### config.mk
export PLATFORM = sky130hd
export DESIGN_NAME = disp_scan_ctrl
export DESIGN_NICKNAME = d
export VERILOG_FILES = /design/src/rtl/disp_scan_ctrl.sv
export SDC_FILE = /design/constraint.sdc
export NUM_CORES = 1
export LEC_CHECK = 0
export ABC_AREA = 1
export CAP_MARGIN = 20
export CORE_AREA = 2 2 133 135
export CTS_BUF_LIST = sky130_fd_sc_hd__clkbuf_16
export CTS_CLUSTER_DIAMETER = 60
export DETAILED_ROUTE_END_ITERATION = 8
export DIE_AREA = 0 0 135 137
export HOLD_SLACK_MARGIN = 0.05
export PLACE_DENSITY = 0.59
export SYNTH_ARGS = -nofsm -noshare
export SYNTH_HDL_FRONTEND = slang
export SYNTH_SLANG_ARGS = --single-unit
### constraint.sdc
create_clock -name clk -period 1.6 [get_ports clk]
set_input_delay 0.16 -clock clk [delete_from_list [all_inputs] [get_ports clk]]
set_output_delay 0.16 -clock clk [all_outputs]
set_load 0.05 [all_outputs]
### src/rtl/disp_scan_ctrl.sv
// disp_scan_ctrl
// Steps a debug-register index (by buttons, page changes or a dwell timer),
// drives the index onto the datapath debug select, waits for the selected
// data to settle, then commits address/data to the display block.
// In HOLD it can optionally track the selected data every cycle.

module disp_scan_ctrl #(
   parameter int unsigned SETTLE_CYCLES = 4,        // 1..255
   parameter int unsigned DWELL_CYCLES  = 50000000  // >= 2
) (
   input  logic        clk,
   input  logic        rst,
   input  logic        btn_next,
   input  logic        btn_prev,
   input  logic [1:0]  page,
   input  logic        auto_en,
   input  logic        live_en,
   input  logic [31:0] dbg_data,
   output logic [7:0]  dbg_addr,
   output logic [7:0]  disp_addr,
   output logic [31:0] disp_data,
   output logic        busy
);

   localparam logic [1:0] S_HOLD    = 2'd0;
   localparam logic [1:0] S_SETTLE  = 2'd1;
   localparam logic [1:0] S_CAPTURE = 2'd2;

   localparam logic [7:0]  SETTLE_LAST = 8'(SETTLE_CYCLES - 1);
   localparam logic [31:0] DWELL_LAST  = 32'(DWELL_CYCLES - 1);

   logic [1:0]  r_state;
   logic [4:0]  r_idx;
   logic [1:0]  r_page;
   logic [7:0]  r_settle_cnt;
   logic [31:0] r_dwell_cnt;
   logic [7:0]  r_dbg_addr;
   logic [7:0]  r_disp_addr;
   logic [31:0] r_disp_data;

   logic [1:0]  w_eff_page;
   logic        w_page_chg;
   logic        w_auto_tick;
   logic        w_accept;
   logic [1:0]  w_new_page;
   logic [4:0]  w_new_idx;

   // Page 3 has no backing source and aliases the register file.
   assign w_eff_page  = (page == 2'd3) ? 2'd0 : page;
   assign w_page_chg  = (w_eff_page != r_page);
   assign w_auto_tick = auto_en && (r_dwell_cnt == DWELL_LAST);

   // Pick the single highest-priority HOLD event: page change, then a lone
   // button, then the dwell tick. Both buttons together count as no button.
   always_comb begin
      // NOTE: every output gets a default first so no path infers a latch.
      w_accept   = 1'b0;
      w_new_page = r_page;
      w_new_idx  = r_idx;
      if (w_page_chg) begin
         w_accept   = 1'b1;
         w_new_page = w_eff_page;
         w_new_idx  = 5'd0;
      end else if (btn_next && !btn_prev) begin
         w_accept  = 1'b1;
         w_new_idx = r_idx + 5'd1;
      end else if (btn_prev && !btn_next) begin
         w_accept  = 1'b1;
         w_new_idx = r_idx - 5'd1;
      end else if (w_auto_tick) begin
         w_accept  = 1'b1;
         w_new_idx = r_idx + 5'd1;
      end
   end

   // Scan state machine: HOLD samples events, SETTLE waits for the datapath,
   // CAPTURE commits. Reset lands in SETTLE so address 0 is captured first.
   always_ff @(posedge clk) begin
      // NOTE: state uses non-blocking assignments so every read sees the
      // pre-edge value regardless of statement order.
      if (rst) begin
         r_state      <= S_SETTLE;
         r_idx        <= 5'd0;
         r_page       <= 2'd0;
         r_settle_cnt <= 8'd0;
         r_dwell_cnt  <= 32'd0;
         r_dbg_addr   <= 8'h00;
         r_disp_addr  <= 8'h00;
         r_disp_data  <= 32'd0;
      end else begin
         case (r_state)
            S_HOLD: begin
               if (w_accept) begin
                  r_page       <= w_new_page;
                  r_idx        <= w_new_idx;
                  r_dbg_addr   <= {1'b0, w_new_page, w_new_idx};
                  r_dwell_cnt  <= 32'd0;
                  r_settle_cnt <= 8'd0;
                  r_state      <= S_SETTLE;
               end else begin
                  r_dwell_cnt <= auto_en ? (r_dwell_cnt + 32'd1) : 32'd0;
                  if (live_en) begin
                     r_disp_data <= dbg_data;
                  end
               end
            end
            S_SETTLE: begin
               if (r_settle_cnt == SETTLE_LAST) begin
                  r_settle_cnt <= 8'd0;
                  r_state      <= S_CAPTURE;
               end else begin
                  r_settle_cnt <= r_settle_cnt + 8'd1;
               end
            end
            S_CAPTURE: begin
               r_disp_addr <= r_dbg_addr;
               r_disp_data <= dbg_data;
               r_state     <= S_HOLD;
            end
            default: begin
               r_state <= S_HOLD;
            end
         endcase
      end
   end

   assign dbg_addr  = r_dbg_addr;
   assign disp_addr = r_disp_addr;
   assign disp_data = r_disp_data;
   assign busy      = (r_state != S_HOLD);

endmodule

==> summary.md, run 1 <==
| Metric | Value |
|---|---|
| Area leader, netlist | dfxtp_1 |
| GP Congestion | 0.929 |
| Setup ws final | -0.0442 ns |
| Dpl hpwl | 10200 um |
| Global route total overflow | 0 |
| Clock transition at the registers of the reported paths | 0.07 ns |
| DRC | 0 |
| Die H | 137 um |
| Antenna Nets Post-Route | 0 |
| Synth area leaders | dfxtp_1, nand2_1, nor2_1 |
| NumNets Final | 971 |
| Vias per cell | 4.46 |
| Crit path capture type | register |
| Async SR Flop Fraction | 0% |
| Status | finished with violations |
| Setup violators final | 44 |
| Max stage delay on crit path | about 0.35 ns |
| Critical path fanouts, max | 4 |
| Period minus WS final | 1.64 ns |
| Ys flop type | dfxtp_1 |
| Die ar. | ~0.018 mm^2 |
| Final hold violation count | 0 |
| Arr. time, crit path | 1.94 ns |
| Number of global-route vias before repair | ~4.6k |
| HP Class | input pin to register |
| Area added between synthesis and finish | 48.9% |
| Pwr Density | between 900 and 1000 mW/mm^2 |
| RSZ-0062 raised after global routing | yes |
| Gr usage total | 15.4% |
| EDFF count, synth | 0 |
| Global-route wire length before repair | 22700 um |
| WL final | between 10000 and 15000 um |
| Proportion of layout cells with a drive suffix above 1 | 33.9% |
| Post-Syn Area | 0.00507 mm^2 |
| #FFs+latches synth | between 80 and 90 |
| Crit path buf inv count | 2 |
| CTS sink cnt | 88 |
| Initial antenna violation count | 0 |
| Cell family with most CP delay | simple AND/OR/NAND/NOR gates |
| LEAKAGE | around 0.0033 uW |
| MaxCap Viol Count | 0 |
| Yosys warnings | 0 |
| Initial DRC Count | 297 |
| CTS tree | yes |
| Crit-path slowest cell | dfxtp_2 |
| Routed WL per cell | ~12 um |
| Startpoint Class | register |
| Total Power | 7060 uW |
| Cells after DPL | between 1k and 1.5k |
| Final core occ | 44.3% |
| Syn avg cell area | 6.71 um^2 |
| Cells after synthesis | 756 |
| Clk_skew | 0.00851 ns |
| CP Data Required Time | 1.90 ns |
| Worst IR Drop VDD | 0.653 mV |
| Finished Layout Cells | 1155 |
| Footprint of the multi-input gates | around 0.0032 mm^2 |
| # H-tree levels | 3 |
| CP Cell Sequence | ha_4 -> nand3_4 -> buf_4 -> nor2_4 -> inv_1 -> nor2_2 -> nand2_1 -> xor2_1 -> nand3b_2 -> a21oi_2 |
| Final Cycle Share | 103% |
| CTS Buf Count | 9 |
| Clk root buf | clkbuf_16 |
| Kind of critical path | register to register |
| # IOs | roughly 90 |
| Initial DRT Pass Iterations | 4 |
| FMAX | 0.608 GHz |
| Clk buf depth | 2 |
| Synth unique cells | 40 |
| Most frequent cell after synthesis | nand2_1 |
| Most frequent cells after synthesis | nand2_1, nor2_1, dfxtp_1 |
| Total core area | between 0.015 and 0.02 mm^2 |
| Largest net degree at the start of global routing | 65 |
| Initial Utilization | 29.7% |
| Slew at the pin with the worst max-slew slack | 0.631 ns |
| ANT cells | 0 |
| Site row count | 48 |
| Seq/Total Area, Yosys | 34.7% |
| Sequential Area | 0.00179 mm^2 |
| Pins over their slew limit | 0 |
| Via count | 5151 |
| Port bufs | 86 |
| Rel. slew slack | 57.9% |
| Filler cells | 1734 |
| Chip width | 135 um |
| Yosys top cell area share | 34.7% |
| Worst skew pair latency | 0.36 ns |
| Failing checks | negative setup slack |
[layer usage]
layer	global-route usage [%]	up-vias	routed length, um
met5	0	-	0
met4	6.13	0	255
met3	2.74	18	533
met2	24.5	68	6720
met1	20.7	2309	6850
li1	-	2756	-
[through the flow]
step,hold slack [ns],TNS (ns),area [um^2],setup WS [ns]
final,0.180,-0.642,7550,-0.0442
after global routing,0.193,-8.09,7550,-0.152
after CTS,0.317,-1.49,7100,-0.0606
after detailed placement,0.470,-23.71,6710,-0.352
after global placement,0.462,-21.25,6710,-0.352
after floorplan,0.329,0,5100,0.00257
[sequential cells by signal, indices dropped and copies added (netlist names)]
name	count
disp_data	32
r_dwell_cnt	32
r_settle_cnt	8
disp_addr	7
r_idx	4
r_page	2
r_state	2
dbg_addr	1
[logic make-up after synthesis]
| group | after synthesis | synth area share [%] |
|---|---|---|
| xor gates and xnor gates | 27 | 4.81 |
| and+or+nand+nor | 414 | 38.1 |
| adders and majority gates | 6 | 1.48 |
| buffers and inverters | 118 | 9.82 |
| AOI/OAI and AO/OA | 102 | 11.0 |
| other | 1 | 0.0740 |
| DFF | 88 | 34.7 |
[what timing repair did]
action / 4_1_cts / 5_1_grt
hold buffers: 0 / 0
setup buffers: 6 / 10
gates cloned: 0 / 1
pin swaps: 7 / 24
gates resized for setup: 17 / 110
setup endpoints to repair: 66 / 78
[worst paths after layout]
check / cells after the start / slack, ns / endpoint / from
worst max-delay path: 10 / -0.04 / r_dwell_cnt[24] / r_dwell_cnt[1]
worst min register to register: 2 / 0.48 / disp_data[0] / disp_data[0]
worst max register to register: 10 / -0.04 / r_dwell_cnt[24] / r_dwell_cnt[1]
worst min-delay path: 3 / 0.18 / r_page[1] / page[1]
[worst min-delay path, delay by kind of cell]
| kind | cells | cell delay, ns |
|---|---|---|
| buf+inv | 1 | 0.16 |
| compound gates | 1 | 0.07 |
| simple gates | 1 | 0.11 |
[final cells by class]
class | instances | share of cell area (%)
Clock buffer | 9 | 2.98
Inverter | 81 | 4.03
Sequential cell | 88 | 23.8
Timing Repair Buffer | 193 | 22.6
Multi-Input combinational cell | 552 | 41.9
Tap cell | 225 | 3.73
Clock inverter | 7 | 0.978
[power breakdown]
group          internal [uW]  switching, uW
clock network           1110           1050
registers               2400            145
logic                    832           1530
total                   4340           2720
[cell usage in the layout (no fill, tap or decap), drive strengths merged, types with 13 or more instances in the layout]
cell / Yosys / routed
nor2: 118 / 118
nand3: 86 / 86
clkdlybuf4s50: 0 / 37
dfxtp: 88 / 88
buf: 22 / 155
nand2: 183 / 184
xor2: 22 / 22
a21oi: 85 / 85
inv: 80 / 85
o21ai: 13 / 13
(Power assumes the default switching activity.)
==> inputs of run 2 (changes only) <==
--- a/config.mk
+++ b/config.mk
@@ -6,7 +6,7 @@
 export NUM_CORES = 1
 export LEC_CHECK = 0
 export ABC_AREA = 1
-export CAP_MARGIN = 20
+export CAP_MARGIN = 40
 export CORE_AREA = 2 2 133 135
 export CTS_BUF_LIST = sky130_fd_sc_hd__clkbuf_16
 export CTS_CLUSTER_DIAMETER = 60
==> results of run 2 <==
Same layout as run 1: the final DEF is identical, and so are final timing and power.
